**src/rtl/alu_pkg.sv**
```systemverilog
// Shared definitions for the sequential ALU: opcodes, FSM states, ERR bit positions.
package alu_pkg;

  localparam logic [3:0] OP_ADD = 4'b0000;
  localparam logic [3:0] OP_SUB = 4'b0001;
  localparam logic [3:0] OP_MUL = 4'b0010;
  localparam logic [3:0] OP_DIV = 4'b0011;
  localparam logic [3:0] OP_MOD = 4'b0100;

  localparam int unsigned ERR_OVF = 0;
  localparam int unsigned ERR_DZ  = 1;

  typedef enum logic [1:0] {
    IDLE = 2'd0,
    ALU  = 2'd1,
    ITER = 2'd2,
    DONE = 2'd3
  } state_t;

endpackage

```
**src/rtl/seq_alu_if.sv**
```systemverilog
// Operand/result handshake bundle for seq_alu.
interface seq_alu_if #(
  parameter int unsigned WIDTH = 16,
  parameter int unsigned OPW   = 4
);
  logic               IN_VALID;
  logic               IN_READY;
  logic [WIDTH-1:0]   IN1;
  logic [WIDTH-1:0]   IN2;
  logic [OPW-1:0]     OP;
  logic               OUT_VALID;
  logic               OUT_READY;
  logic [2*WIDTH-1:0] OUT;
  logic [1:0]         ERR;

  // Operand source / result consumer side
  modport master (
    output IN_VALID, IN1, IN2, OP, OUT_READY,
    input  IN_READY, OUT_VALID, OUT, ERR
  );

  // ALU side
  modport slave (
    input  IN_VALID, IN1, IN2, OP, OUT_READY,
    output IN_READY, OUT_VALID, OUT, ERR
  );
endinterface

```
**src/rtl/seq_alu_muldiv.sv**
```systemverilog
// Iterative multiply (shift-add) and restoring divide, one bit per cycle.
module seq_alu_muldiv #(
  parameter int unsigned WIDTH = 16
) (
  input  logic               clk,
  input  logic               rst,
  input  logic               start_i,
  input  logic               mode_div_i,
  input  logic [WIDTH-1:0]   a_i,
  input  logic [WIDTH-1:0]   b_i,
  output logic               done_o,
  output logic [2*WIDTH-1:0] product_o,
  output logic [WIDTH-1:0]   quotient_o,
  output logic [WIDTH-1:0]   remainder_o
);

  localparam int unsigned CW = (WIDTH > 1) ? $clog2(WIDTH) : 1;

  logic [WIDTH-1:0] acc_q, acc_d;
  logic [WIDTH-1:0] mq_q, mq_d;
  logic [WIDTH-1:0] b_q;
  logic             mode_q;
  logic             busy_q;
  logic [CW-1:0]    cnt_q;
  logic [WIDTH:0]   shifted;
  logic [WIDTH:0]   opa;
  logic [WIDTH:0]   addsub;
  logic [WIDTH:0]   sum;

  // One iteration step; a single WIDTH+1 bit adder/subtractor serves both modes
  always_comb begin
    shifted = {acc_q, mq_q[WIDTH-1]};
    opa     = mode_q ? shifted : {1'b0, acc_q};
    addsub  = mode_q ? (opa - {1'b0, b_q}) : (opa + {1'b0, b_q});
    sum     = '0;
    acc_d   = acc_q;
    mq_d    = mq_q;
    if (mode_q) begin
      if (!addsub[WIDTH]) begin
        acc_d = addsub[WIDTH-1:0];
        mq_d  = {mq_q[WIDTH-2:0], 1'b1};
      end else begin
        acc_d = shifted[WIDTH-1:0];
        mq_d  = {mq_q[WIDTH-2:0], 1'b0};
      end
    end else begin
      sum   = mq_q[0] ? addsub : {1'b0, acc_q};
      acc_d = sum[WIDTH:1];
      mq_d  = {sum[0], mq_q[WIDTH-1:1]};
    end
  end

  // Results are presented as the value after the current step so the caller
  // can register them on the same edge that completes the last iteration.
  assign done_o      = busy_q && (cnt_q == CW'(WIDTH - 1));
  assign product_o   = {acc_d, mq_d};
  assign quotient_o  = mq_d;
  assign remainder_o = acc_d;

  // Iteration registers and step counter
  always_ff @(posedge clk or posedge rst) begin
    if (rst) begin
      acc_q  <= '0;
      mq_q   <= '0;
      b_q    <= '0;
      mode_q <= 1'b0;
      busy_q <= 1'b0;
      cnt_q  <= '0;
    end else if (start_i) begin
      acc_q  <= '0;
      mq_q   <= a_i;
      b_q    <= b_i;
      mode_q <= mode_div_i;
      busy_q <= 1'b1;
      cnt_q  <= '0;
    end else if (busy_q) begin
      acc_q <= acc_d;
      mq_q  <= mq_d;
      if (done_o) begin
        busy_q <= 1'b0;
        cnt_q  <= '0;
      end else begin
        cnt_q <= cnt_q + 1'b1;
      end
    end
  end

endmodule

```
**src/rtl/seq_alu.sv**
```systemverilog
// Sequential ALU: FSM, valid/ready handshake, ADD/SUB path and result registers.
module seq_alu
  import alu_pkg::*;
#(
  parameter int unsigned WIDTH = 16,
  parameter int unsigned OPW   = 4
) (
  input  logic    CLK,
  input  logic    RST,
  seq_alu_if.slave bus
);

  state_t             state_q, state_d;
  logic [WIDTH-1:0]   in1_q, in2_q;
  logic [OPW-1:0]     op_q;
  logic [2*WIDTH-1:0] out_q;
  logic [1:0]         err_q;

  logic               accept;
  logic               start_iter;
  logic               in_is_divmod;
  logic               md_done;
  logic [2*WIDTH-1:0] md_product;
  logic [WIDTH-1:0]   md_quot;
  logic [WIDTH-1:0]   md_rem;
  logic [WIDTH:0]     add_sum;
  logic [WIDTH:0]     sub_diff;
  logic [2*WIDTH-1:0] alu_out;
  logic [1:0]         alu_err;
  logic [2*WIDTH-1:0] iter_out;

  assign bus.IN_READY  = (state_q == IDLE) && !RST;
  assign bus.OUT_VALID = (state_q == DONE);
  assign bus.OUT       = out_q;
  assign bus.ERR       = err_q;

  assign accept       = bus.IN_VALID && bus.IN_READY;
  assign in_is_divmod = (bus.OP == OPW'(OP_DIV)) || (bus.OP == OPW'(OP_MOD));
  assign start_iter   = accept && ((bus.OP == OPW'(OP_MUL)) ||
                                   (in_is_divmod && (bus.IN2 != '0)));

  seq_alu_muldiv #(.WIDTH(WIDTH)) u_muldiv (
    .clk         (CLK),
    .rst         (RST),
    .start_i     (start_iter),
    .mode_div_i  (bus.OP != OPW'(OP_MUL)),
    .a_i         (bus.IN1),
    .b_i         (bus.IN2),
    .done_o      (md_done),
    .product_o   (md_product),
    .quotient_o  (md_quot),
    .remainder_o (md_rem)
  );

  // Next-state logic
  always_comb begin
    state_d = state_q;
    case (state_q)
      IDLE: if (accept) state_d = start_iter ? ITER : ALU;
      ALU:  state_d = DONE;
      ITER: if (md_done) state_d = DONE;
      DONE: if (bus.OUT_READY) state_d = IDLE;
      default: state_d = IDLE;
    endcase
  end

  // Single-cycle results; DIV/MOD only reach ALU state with a zero divisor
  always_comb begin
    add_sum  = {1'b0, in1_q} + {1'b0, in2_q};
    sub_diff = {1'b0, in1_q} - {1'b0, in2_q};
    alu_out  = '0;
    alu_err  = '0;
    case (op_q)
      OPW'(OP_ADD): begin
        alu_out          = {{(WIDTH-1){1'b0}}, add_sum};
        alu_err[ERR_OVF] = add_sum[WIDTH];
      end
      OPW'(OP_SUB): begin
        alu_out          = {{(WIDTH-1){sub_diff[WIDTH]}}, sub_diff};
        alu_err[ERR_OVF] = sub_diff[WIDTH];
      end
      OPW'(OP_DIV), OPW'(OP_MOD): alu_err[ERR_DZ] = 1'b1;
      default: ;
    endcase
  end

  // Iterative result selection
  always_comb begin
    iter_out = '0;
    case (op_q)
      OPW'(OP_MUL): iter_out = md_product;
      OPW'(OP_DIV): iter_out = {{WIDTH{1'b0}}, md_quot};
      default:      iter_out = {{WIDTH{1'b0}}, md_rem};
    endcase
  end

  // State, operand capture and result registers
  always_ff @(posedge CLK or posedge RST) begin
    if (RST) begin
      state_q <= IDLE;
      in1_q   <= '0;
      in2_q   <= '0;
      op_q    <= '0;
      out_q   <= '0;
      err_q   <= '0;
    end else begin
      state_q <= state_d;
      if (accept) begin
        in1_q <= bus.IN1;
        in2_q <= bus.IN2;
        op_q  <= bus.OP;
      end
      if (state_q == ALU) begin
        out_q <= alu_out;
        err_q <= alu_err;
      end else if ((state_q == ITER) && md_done) begin
        out_q <= iter_out;
        err_q <= '0;
      end
    end
  end

endmodule

```
**src/flat_wrapper.sv**
```systemverilog
// flat-port wrapper written by rule: the top's interface ports become plain ports
module seq_alu_flat import alu_pkg::*;
#(
  parameter int unsigned WIDTH = 16,
  parameter int unsigned OPW   = 4
)
  (CLK, RST, bus_IN_VALID, bus_IN1, bus_IN2, bus_OP, bus_OUT_READY, bus_IN_READY, bus_OUT_VALID, bus_OUT, bus_ERR);
  seq_alu_if #(.WIDTH(WIDTH), .OPW(OPW)) bus_i ();
  input  logic CLK;
  input  logic RST;
  input wire logic [$bits(bus_i.IN_VALID)-1:0] bus_IN_VALID;
  input wire logic [$bits(bus_i.IN1)-1:0] bus_IN1;
  input wire logic [$bits(bus_i.IN2)-1:0] bus_IN2;
  input wire logic [$bits(bus_i.OP)-1:0] bus_OP;
  input wire logic [$bits(bus_i.OUT_READY)-1:0] bus_OUT_READY;
  output wire logic [$bits(bus_i.IN_READY)-1:0] bus_IN_READY;
  output wire logic [$bits(bus_i.OUT_VALID)-1:0] bus_OUT_VALID;
  output wire logic [$bits(bus_i.OUT)-1:0] bus_OUT;
  output wire logic [$bits(bus_i.ERR)-1:0] bus_ERR;
  assign bus_i.IN_VALID = bus_IN_VALID;
  assign bus_i.IN1 = bus_IN1;
  assign bus_i.IN2 = bus_IN2;
  assign bus_i.OP = bus_OP;
  assign bus_i.OUT_READY = bus_OUT_READY;
  assign bus_IN_READY = bus_i.IN_READY;
  assign bus_OUT_VALID = bus_i.OUT_VALID;
  assign bus_OUT = bus_i.OUT;
  assign bus_ERR = bus_i.ERR;
  seq_alu #(.WIDTH(WIDTH), .OPW(OPW)) u_core (.CLK(CLK), .RST(RST), .bus(bus_i));
endmodule
```
**config.mk**
```make
export PLATFORM = sky130hd
export DESIGN_NAME = seq_alu_flat
export DESIGN_NICKNAME = d
export VERILOG_FILES = /design/src/rtl/alu_pkg.sv /design/src/rtl/seq_alu_if.sv /design/src/rtl/seq_alu_muldiv.sv /design/src/rtl/seq_alu.sv /design/src/flat_wrapper.sv
export SDC_FILE = /design/constraint.sdc
export NUM_CORES = 1
export LEC_CHECK = 0
export ABC_AREA = 1
export ABC_CLOCK_PERIOD_IN_PS = 8810
export CELL_PAD_IN_SITES_DETAIL_PLACEMENT = 2
export CELL_PAD_IN_SITES_GLOBAL_PLACEMENT = 2
export CORE_ASPECT_RATIO = 1.1
export CORE_MARGIN = 2
export CORE_UTILIZATION = 37
export CTS_CLUSTER_DIAMETER = 60
export DETAILED_ROUTE_END_ITERATION = 8
export GPL_ROUTABILITY_DRIVEN = 0
export PLACE_DENSITY_LB_ADDON = 0.1
export SYNTH_ARGS = -nofsm -noshare
export SYNTH_HDL_FRONTEND = slang
export SYNTH_SLANG_ARGS = --single-unit
export TNS_END_PERCENT = 5
```
**constraint.sdc**
```tcl
create_clock -name CLK -period 8.81 [get_ports CLK]
set_input_delay 2.643 -clock CLK [delete_from_list [all_inputs] [get_ports CLK]]
set_output_delay 2.643 -clock CLK [all_outputs]
set_load 0.05 [all_outputs]
```
=== Word level (Yosys, flattened, before mapping) ===
Cells that the tools add are included.

* Add/sub/neg operators: 5
* Equality and inequality tests: 15
* Multiplexer cells: 30
* Reductions and logical operators: 16

{| class="wikitable"
|+ Operators with widths
! kind !! count
|-
| $pmux W32 S2 || 2
|-
| $mux W16 || 7
|-
| $mux W32 || 2
|-
| $mux W17 || 3
|-
| $add A16 B16 Y17 || 1
|-
| $add A17 B16 Y17 || 1
|-
| $sub A16 B16 Y17 || 1
|-
| $sub A17 B16 Y17 || 1
|-
| $eq A4 B2 Y1 const B || 4
|-
| $reduce_bool A16 Y1 || 1
|-
| $mux W2 || 6
|-
| $mux W4 || 3
|-
| $eq A4 B3 Y1 const B || 2
|-
| $pmux W2 S4 || 1
|-
| $logic_and A1 B1 Y1 || 6
|-
| $mux W1 || 5
|-
| $add A4 B1 Y4 const B || 1
|-
| $eq A2 B2 Y1 const B || 2
|-
| $eq A4 B1 Y1 const B || 1
|-
| $eq A4 B4 Y1 const B || 1
|-
| $logic_not A4 Y1 || 1
|-
| $ne A2 B1 Y1 const B || 2
|-
| $ne A4 B2 Y1 const B || 1
|-
| $reduce_bool A2 Y1 || 2
|-
| 8 further kinds || 9
|}

* Bits in registers: 126
* Bits of input ports: 40
* Output and inout port bits: 36
* Logic and storage cells: 78

=== Longest topological paths before layout ===
Gate-level depths: netlist of the first run.

* Depth after elaboration: 8
* Mapped depth: 25
* Depth with buffers taken out: 25

=== Hierarchy ===
From an unflattened synthesis of the first run, not the netlist that was laid out.

* Cell total of the unflattened synthesis: 1,587
* Area total of the unflattened synthesis: 10,307.4 µm²

{| class="wikitable"
|+ Modules (own cells, without submodules)
! module !! times used !! cells each !! area an instance (µm²) !! seq. area each (µm²)
|-
| seq_alu || 1 || 841 || 5,532.8 || 1,801.7
|-
| seq_alu_muldiv || 1 || 746 || 4,774.6 || 1,351.3
|}

=== Worst setup path before layout of the first run ===
Ideal clock, no wire load.

* Path kind: input to output
* Start: input RST
* End: output bus_IN_READY
* Arrival: 3.325 ns
* Required time: 6.167 ns
* Setup slack: 2.842 ns
* Cell stages on the path: 1
* Path buffers: 0
* Cells stage by stage: nor2_1

* Longest elaborated chain between the ends: 2

{| class="wikitable"
|+ Ends and longest elaborated chain
! item !! RTL line !! RTL
|-
| from (decl) || flat_wrapper.sv:10 || <nowiki>input logic RST;</nowiki>
|-
| $logic_not A1 Y1 || seq_alu.sv:32 || <nowiki>assign bus.IN_READY = (state_q == IDLE) && !RST;</nowiki>
|-
| $logic_and A1 B1 Y1 || seq_alu.sv:32 ||
|-
| to (decl) || flat_wrapper.sv:16 || <nowiki>output wire logic [$bits(bus_i.IN_READY)-1:0] bus_IN_READY;</nowiki>
|}

Every way passes these cells.

=== Worst setup path after layout of the first run ===
Same ends and word-level chain as after synthesis.

==> results of run 1 <==
## registers in the layout, summed over array words and instances (netlist names)
name,count
u_core.bus.ERR,2
u_core.bus.OUT,32
u_core.in1_q,16
u_core.in2_q,16
u_core.op_q,4
u_core.state_q,2
u_core.u_muldiv.acc_q,16
u_core.u_muldiv.b_q,16
u_core.u_muldiv.busy_q,1
u_core.u_muldiv.cnt_q,4
u_core.u_muldiv.mode_q,1
u_core.u_muldiv.mq_q,16
## placed cells by master (no fill, tap or decap), types with 6 or more instances in the layout
cell / count
nor2_1: 110
o22ai_1: 8
a21o_1: 6
nand4_1: 12
xor2_1: 21
o211ai_1: 19
mux2_2: 15
a21oi_2: 13
a31oi_1: 6
o21ai_2: 6
nand2_2: 25
inv_2: 10
nor3_1: 6
clkdlybuf4s50_1: 75
buf_4: 8
inv_1: 171
nand2_1: 366
nor2_2: 6
o21ai_0: 100
dfrtp_1: 125
clkbuf_16: 17
ha_1: 56
nand3_1: 108
a21oi_1: 99
## layout make-up
class | instances | area share (%)
multi-input cells | 1030 | 49.4
clock inverters | 8 | 0.933
well taps | 352 | 3.91
clock buffers | 24 | 4.37
inverters | 183 | 6.14
repair buffers | 83 | 7.20
flip-flops and latches | 126 | 28.0
## critical path, delay by kind of cell
| kind | cells | cell delay, ns |
|---|---|---|
| and+or+nand+nor | 1 | 0.23 |
| buffers and inverters | 2 | 1.33 |
## cell families after synthesis
kind of cell / synth area share [%]
adders and majority gates: 7.87
AOI/OAI and AO/OA: 16.8
xor gates and xnor gates: 2.09
DFF: 32.6
muxes: 1.75
and+or+nand+nor: 29.0
buffers and inverters: 9.78
## per-layer routing
metal  wire [um]  track usage, %
met5           0               0
met4        1410            10.6
met3         871            3.23
met1       16700            36.5
met2       20800            54.7
## worst min path at each step
stage / to / cells past startpoint
floorplan: u_core.u_muldiv.cnt_q[3]$_DFFE_PP0P_ / 1
global route: u_core.bus.OUT[6]$_DFFE_PP0P_ / 2
detailed placement: u_core.bus.OUT[7]$_DFFE_PP0P_ / 2
finish: u_core.bus.OUT[14]$_DFFE_PP0P_ / 2
CTS: u_core.bus.OUT[7]$_DFFE_PP0P_ / 2
global placement: u_core.bus.OUT[9]$_DFFE_PP0P_ / 2
## per-stage QoR
stage	worst slack [ns]	cells	util, %	instance area [um^2]
final	1.96	1806	43.5	11300
after floorplan	2.81	1389	-	9660
after global placement	2.05	1774	41.2	10700
after CTS	1.96	1806	43.5	11300
after global routing	1.91	1806	43.5	11300
after detailed placement	1.97	1774	41.2	10700
==> impl_metrics.csv, run 1 <==
group,metric,value,unit
final_layout,syn_to_final_growth,16.6,%
run,maxCapViolations,0,
timing,min_period,6.85,ns
synth,syn-instance-count,1389,
detailed_routing,route.detailed.drc,0,
critical_path,regToRegSetupSlack,4.40,ns
timing,rsz0062_at_grt,"false",
timing,fin_crit_sh,77.8,%
timing,setup_viol,0,
grt,grt_max_degree,71,
synth,yosys.area.top_type_share,32.6,%
clock_tree,cts.clk_slew.worst_paths,0.06,ns
final_layout,fillers,3125,
timing,hold_ws,0.492,ns
worst_hold_path,hold_path.class,"flip-flop to flip-flop",
timing,worstMarginPinSlew,1.05,ns
critical_path,critPathKind,"primary input to output pin",
detailed_routing,routedWlPerCell,22.0,um
outcome,outcome,"finished, final reports clean",
critical_path,critPathRequiredTime,6.17,ns
floorplan,fp.coreArea,25900,um^2
clock_tree,cts_sinks,126,
critical_path,r2r-end,"u_core.bus.OUT[5]$_DFFE_PP0P_",
detailed_routing,vias_per_cell,5.44,
clock_tree,postCtsSetupBuffers,0,
synth,ys_top_cells_by_area,"dfrtp_1 (33%), nand2_1 (14%), ha_1 (7.3%)",
worst_hold_path,hold_start,"u_core.bus.OUT[14]$_DFFE_PP0P_",
synth,ys_seq_area_share,32.6,%
detailed_routing,routed_wirelength,39.7,mm
critical_path,cp-endpoint,"bus_IN_READY",
placed_design,portBuffers,75,
clock_tree,postCtsHoldBufs,0,
clock_tree,h-tree-depth,4,
floorplan,start_util,37.3,%
critical_path,critPathMaxStageDelay,0.86,ns
final_layout,final_nets,1540,
detailed_routing,drtIter0Drc,362,
final_layout,n_antenna_cell,0,
critical_path,startpoint,"RST",
final_layout,multi_input_area,5570,um^2
critical_path,r2r-start,"u_core.u_muldiv.mode_q$_DFFE_PP0P_",
clock_tree,cts_made_buffers,17,
clock_tree,clockRootBuffer,"clkbuf_16",
synth,ys_ff_latch,126,
grt,grt_pass1_wl,62.4,mm
clock_tree,clkLatencyLatePin,0.44,ns
synth,ys_warn_count,0,
timing,max_freq,0.146,GHz
placed_design,dp_hpwl,30.3,mm
clock_tree,post_cts_resized,0,
synth,synth.largest_area_cell,"dfrtp_1",
final_layout,layout-drive-gt1-share,8.87,%
critical_path,cp_slowest_cell,"clkdlybuf4s50_1",
timing,relSlewSlack,29.5,%
timing,clock_skew,0.0147,ns
synth,synth_cell_types,56,
synth,async_flop_share,100,%
synth,synthFlopType,"dfrtp_1",
grt,antenna_found_initial,0,
floorplan,die_w,158,um
floorplan,io_pins,76,
critical_path,reg2reg_depth,20,
grt,grt_overflow,0,
detailed_routing,vias,9825,
timing,hold_viol_final,0,
clock_tree,cts_tree,"yes",
timing,slew_violations,0,
grt,grt_pass1_vias,10700,
clock_tree,clockBufferDepth,2,
synth,syn_area,9660,um^2
floorplan,fp.dieH,173,um
critical_path,crit_path_start_kind,"primary input",
critical_path,cp_max_fo,2,
critical_path,path_cells,"clkdlybuf4s50_1, nor2_1, clkdlybuf4s50_1",
synth,synth_nets,1488,
synth,yosys-top-cells-count,"nand2_1 (367), inv_1 (172), dfrtp_1 (126)",
floorplan,std_cell_rows,62,
critical_path,cp_common_cell,"clkdlybuf4s50_1",
critical_path,critPathCaptureType,"output pin",
synth,synth_edf_count,0,
synth,yosysMostFrequentCell,"nand2_1",
grt,grtUsageTotal,30.1,%
timing,fin_tns_setup,0,ns
detailed_routing,dr.pass1.iters,5,
final_layout,seq_area,3150,um^2
synth,syn_area_per_cell,6.96,um^2
detailed_routing,final_antenna_net_count,0,
floorplan,die_area,27400,um^2
critical_path,critical_path_arrival,4.21,ns
Power of run 1 is left out: the tool's default activity adds up to more than one toggle a clock period on the data nets, which glitch-free logic cannot reach.
==> run 2: changes to the inputs <==
--- a/config.mk
+++ b/config.mk
@@ -6,12 +6,12 @@
 export NUM_CORES = 1
 export LEC_CHECK = 0
 export ABC_AREA = 1
-export ABC_CLOCK_PERIOD_IN_PS = 8810
+export ABC_CLOCK_PERIOD_IN_PS = 7060
 export CELL_PAD_IN_SITES_DETAIL_PLACEMENT = 2
 export CELL_PAD_IN_SITES_GLOBAL_PLACEMENT = 2
 export CORE_ASPECT_RATIO = 1.1
 export CORE_MARGIN = 2
-export CORE_UTILIZATION = 37
+export CORE_UTILIZATION = 34
 export CTS_CLUSTER_DIAMETER = 60
 export DETAILED_ROUTE_END_ITERATION = 8
 export GPL_ROUTABILITY_DRIVEN = 0
==> constraint.sdc (replaced) <==
create_clock -name CLK -period 7.06 [get_ports CLK]
set_input_delay 2.118 -clock CLK [delete_from_list [all_inputs] [get_ports CLK]]
set_output_delay 2.118 -clock CLK [all_outputs]
set_load 0.05 [all_outputs]
==> run 2 against run 1 <==
  * Register-to-register slack got worse by 1.4 ns
  * Non-clock buffer count is 1 lower
  * Setup slack got worse by 0.67 ns
  * Clock-buffer cell count is 7 lower
  * Utilization decreased by 3.0 points
  * Highest routed layer unchanged
==> impl_metrics.csv, run 2 (synthesis gave the netlist of run 1 again) <==
group,metric,value,unit
detailed_routing,final_antenna_net_count,0,
final_layout,final_common_cell,"nand2_1",
clock_tree,post_cts_resized,0,
clock_tree,postCtsHoldBufs,0,
detailed_routing,vias,9735,
worst_hold_path,hold_start,"u_core.bus.ERR[0]$_DFFE_PP0P_",
detailed_routing,routedWlPerCell,21.2,um
floorplan,start_util,34.7,%
timing,slew_violations,0,
detailed_routing,route.detailed.drc,0,
timing,rsz0062_at_grt,"false",
timing,setup_viol,0,
timing,clock_skew,0.0118,ns
critical_path,cp_max_fo,2,
critical_path,r2r-start,"u_core.u_muldiv.b_q[0]$_DFFE_PP0P_",
floorplan,io_pins,76,
timing,max_freq,0.173,GHz
floorplan,fp.dieH,181,um
final_layout,largest_reg_flops,32,
detailed_routing,drtIter0Drc,300,
clock_tree,cts_tree,"yes",
worst_hold_path,hold_path.class,"flip-flop to flip-flop",
worst_hold_path,hold_depth,2,
grt,antenna_found_initial,1,
final_layout,final_nets,1539,
detailed_routing,top_layer,"met4",
timing,hold_viol_final,0,
final_layout,layout-drive-gt1-share,9.02,%
outcome,outcome,"finished, final reports clean",
clock_tree,h-tree-depth,4,
timing,relSlewSlack,21.5,%
clock_tree,cts.clk_slew.worst_paths,0.07,ns
detailed_routing,wl_met1,16.0,mm
clock_tree,postCtsSetupBuffers,0,
critical_path,reg2reg_depth,22,
run,maxCapViolations,0,
critical_path,critPathRequiredTime,4.94,ns
detailed_routing,dr.pass1.iters,4,
clock_tree,clockBufferDepth,2,
floorplan,die_area,29800,um^2
clock_tree,clkLatencyLatePin,0.44,ns
floorplan,std_cell_rows,64,
critical_path,critical_path_arrival,3.65,ns
timing,fin_tns_setup,0,ns
floorplan,fp.coreArea,27900,um^2
clock_tree,clockRootBuffer,"clkbuf_16",
clock_tree,cts_made_buffers,17,
detailed_routing,route.met3.wl,1.04,mm
detailed_routing,met2_wirelength,19.7,mm
timing,fin_crit_sh,81.7,%
detailed_routing,vias_per_cell,5.36,
timing,worstMarginPinSlew,1.18,ns
clock_tree,cts_sinks,126,
grt,grt_overflow,0,
critical_path,startpoint,"RST",
detailed_routing,routed_wirelength,38.5,mm
grt,grt_pass1_vias,10600,
floorplan,die_w,165,um
placed_design,dp_hpwl,30.0,mm
final_layout,n_antenna_cell,0,
critical_path,critPathKind,"primary input to output pin",
final_layout,mostFrequentLayoutCells,"nand2_1 (366), inv_1 (171), dfrtp_1 (125)",
grt,grt_pass1_wl,61.2,mm
timing,min_period,5.77,ns
placed_design,portBuffers,75,
final_layout,syn_to_final_growth,16.8,%
critical_path,crit_path_start_kind,"primary input",
grt,grtUsageTotal,27.1,%
critical_path,critPathCaptureType,"output pin",
grt,grt_max_degree,96,
[run 2: path summary, 6_finish.rpt]
check                                                      to  slack [ns]
max in group asynchronous  u_core.u_muldiv.mode_q$_DFFE_PP0P_        3.72
min in group asynchronous       u_core.state_q[1]$_DFFE_PP0P_        2.28
hold reg to reg                 u_core.bus.ERR[0]$_DFFE_PP0P_        0.48
setup reg to reg                u_core.bus.OUT[8]$_DFFE_PP0P_        3.00
setup / recovery                                 bus_IN_READY        1.29
hold / removal                  u_core.bus.ERR[0]$_DFFE_PP0P_        0.48
[run 2: stage by stage]
step                      cell area (um^2)  util [%]  worst slack [ns]  hold WS [ns]  instances
after floorplan                       9660         -              1.59         0.459       1389
after global placement               10700      38.3              1.32         0.465       1784
after detailed placement             10700      38.3              1.28         0.473       1784
after CTS                            11300      40.5              1.28         0.491       1816
after global routing                 11300      40.5              1.22         0.516       1816
final                                11300      40.5              1.29         0.483       1816
[run 2: area by class of cell]
class,instances,area (um^2)
Tap cell,363,454
Fill cell,3378,16600
Clock buffer,17,425
Sequential cell,126,3150
Inverter,183,694
Clock inverter,15,185
Timing Repair Buffer,82,803
Multi-Input combinational cell,1030,5570
[run 2: routing by layer]
metal | vias up | GRT usage (%)
met4 | 0 | 12.5
met5 | - | 0
met2 | 127 | 47.2
met3 | 57 | 3.15
li1 | 4621 | -
met1 | 4930 | 33.2
[run 2: worst max-delay path: stages]
cell and delay, ns:
clkdlybuf4s50_1 0.48, nor2_1 0.20, clkdlybuf4s50_1 0.85
Power of run 2 is left out for the same reason.
==> run 3: changes to the inputs <==
--- a/config.mk
+++ b/config.mk
@@ -6,7 +6,7 @@
 export NUM_CORES = 1
 export LEC_CHECK = 0
 export ABC_AREA = 1
-export ABC_CLOCK_PERIOD_IN_PS = 7060
+export ABC_CLOCK_PERIOD_IN_PS = 6000
 export CELL_PAD_IN_SITES_DETAIL_PLACEMENT = 2
 export CELL_PAD_IN_SITES_GLOBAL_PLACEMENT = 2
 export CORE_ASPECT_RATIO = 1.1
==> constraint.sdc (replaced) <==
create_clock -name CLK -period 6 [get_ports CLK]
set_input_delay 1.8 -clock CLK [delete_from_list [all_inputs] [get_ports CLK]]
set_output_delay 1.8 -clock CLK [all_outputs]
set_load 0.05 [all_outputs]
==> run 3 against run 2 <==
  * First-iteration DRC count is 42% higher
  * Sequential share of layout area barely moved
  * Cell area shrank 0.13%
  * Final cell count rose by 0.11%
  * Global-route usage is essentially flat
  * Clock-buffer cell count unchanged
==> impl_metrics.csv, run 3 (synthesis gave the netlist of run 1 again) <==
group,metric,value,unit
detailed_routing,vias,9648,
clock_tree,clockRootBuffer,"clkbuf_16",
final_layout,syn_to_final_growth,16.7,%
timing,setup_viol,0,
final_layout,final_nets,1540,
critical_path,cp_slowest_cell,"clkdlybuf4s50_1",
clock_tree,clockBufferDepth,2,
clock_tree,h-tree-depth,4,
outcome,outcome,"finished, final reports clean",
detailed_routing,final_antenna_net_count,0,
critical_path,critPathCaptureType,"output pin",
critical_path,critical_path_arrival,3.33,ns
timing,slew_violations,0,
final_layout,layout.cells.non_filler,1818,
floorplan,start_util,34.7,%
final_layout,mostFrequentLayoutCells,"nand2_1 (366), inv_1 (171), dfrtp_1 (125)",
critical_path,cp_max_fo,2,
timing,clock_skew,0.0119,ns
floorplan,std_cell_rows,64,
floorplan,fp.coreArea,27900,um^2
grt,antenna_found_initial,1,
detailed_routing,dr.pass1.iters,4,
floorplan,die_w,165,um
worst_hold_path,hold_path.class,"flip-flop to flip-flop",
timing,min_period,5.13,ns
clock_tree,clkLatencyLatePin,0.44,ns
timing,hold_viol_final,0,
grt,grt_overflow,0,
clock_tree,post_cts_resized,0,
critical_path,path_cells,"clkdlybuf4s50_1, nor2_1, clkdlybuf4s50_1",
final_layout,multi_input_area,5570,um^2
final_layout,layout-drive-gt1-share,9.08,%
clock_tree,postCtsHoldBufs,0,
critical_path,critPathMaxStageDelay,0.84,ns
floorplan,fp.dieH,181,um
placed_design,portBuffers,75,
clock_tree,cts_tree,"yes",
critical_path,critPathRequiredTime,4.20,ns
placed_design,dp_hpwl,30.8,mm
grt,grtUsageTotal,27.1,%
floorplan,die_area,29800,um^2
critical_path,cp_common_cell,"clkdlybuf4s50_1",
detailed_routing,drtIter0Drc,426,
timing,worstMarginPinSlew,1.13,ns
final_layout,fin_util,40.4,%
clock_tree,postCtsSetupBuffers,0,
timing,fin_crit_sh,85.5,%
grt,grt_pass1_vias,10700,
timing,max_freq,0.195,GHz
final_layout,largest_reg_flops,32,
clock_tree,cts_made_buffers,17,
detailed_routing,routed_wirelength,38.9,mm
timing,rsz0062_at_grt,"false",
detailed_routing,vias_per_cell,5.31,
critical_path,critPathKind,"primary input to output pin",
timing,fin_tns_setup,0,ns
critical_path,crit_path_start_kind,"primary input",
detailed_routing,routedWlPerCell,21.4,um
final_layout,final_common_cell,"nand2_1",
timing,hold_ws,0.487,ns
timing,relSlewSlack,24.3,%
run,maxCapViolations,0,
placed_design,dpl.cell_count,1785,
final_layout,seq_area,3150,um^2
clock_tree,cts_sinks,126,
final_layout,fillers,3336,
detailed_routing,route.detailed.drc,0,
floorplan,io_pins,76,
grt,grt_max_degree,104,
clock_tree,cts.clk_slew.worst_paths,0.07,ns
grt,grt_pass1_wl,61.1,mm
## run 3: cell count changes in the layout (fill, tap and decap cells not counted)
cell / previous run / this run
bufinv_16: 3 / 2
clkinv_2: 3 / 4
diode_2: 0 / 1
buf_4: 7 / 8
## run 3: through the flow
| stage | area, um^2 | setup WS, ns |
|---|---|---|
| after floorplan | 9660 | 0.844 |
| after global placement | 10700 | 0.898 |
| after detailed placement | 10700 | 0.862 |
| after CTS | 11300 | 0.862 |
| after global routing | 11300 | 0.824 |
| final | 11300 | 0.868 |
## run 3: critical path, delay by kind of cell
| family | cells | cell delay, ns |
|---|---|---|
| buf+inv | 2 | 1.33 |
| simple gates | 1 | 0.20 |
## run 3: routing by layer
metal	global-route usage [%]	up-vias	part of all wire, %	routed length (um)
met5	0	-	0	0
met3	3.33	60	2.5	964
met2	48.6	128	51	20000
met1	32.2	4835	42	16300
met4	11.7	0	4.3	1680
li1	-	4625	-	-
## run 3: path summary, 6_finish.rpt
check / startpoint / endpoint / slack [ns] / cells after the start
max in group asynchronous: RST / u_core.in2_q[11]$_DFFE_PP0P_ / 3.02 / 3
worst max-delay path: RST / bus_IN_READY / 0.87 / 3
worst max register to register: u_core.u_muldiv.b_q[0]$_DFFE_PP0P_ / u_core.bus.OUT[12]$_DFFE_PP0P_ / 1.92 / 22
min in group asynchronous: RST / u_core.state_q[1]$_DFFE_PP0P_ / 1.97 / 2
worst min-delay path: u_core.bus.OUT[9]$_DFFE_PP0P_ / u_core.bus.OUT[9]$_DFFE_PP0P_ / 0.49 / 2
worst min register to register: u_core.bus.OUT[9]$_DFFE_PP0P_ / u_core.bus.OUT[9]$_DFFE_PP0P_ / 0.49 / 2
## run 3: final cells by class
class                   instances  share of cell area [%]
diodes                          1                  0.0222
clock buffers                  17                    3.77
clock inverters                15                    1.42
inverters                     183                    6.16
multi-input cells            1030                    49.4
flip-flops and latches        126                    28.0
well taps                     363                    4.03
repair buffers                 83                    7.19
Power of run 3 is left out for the same reason.
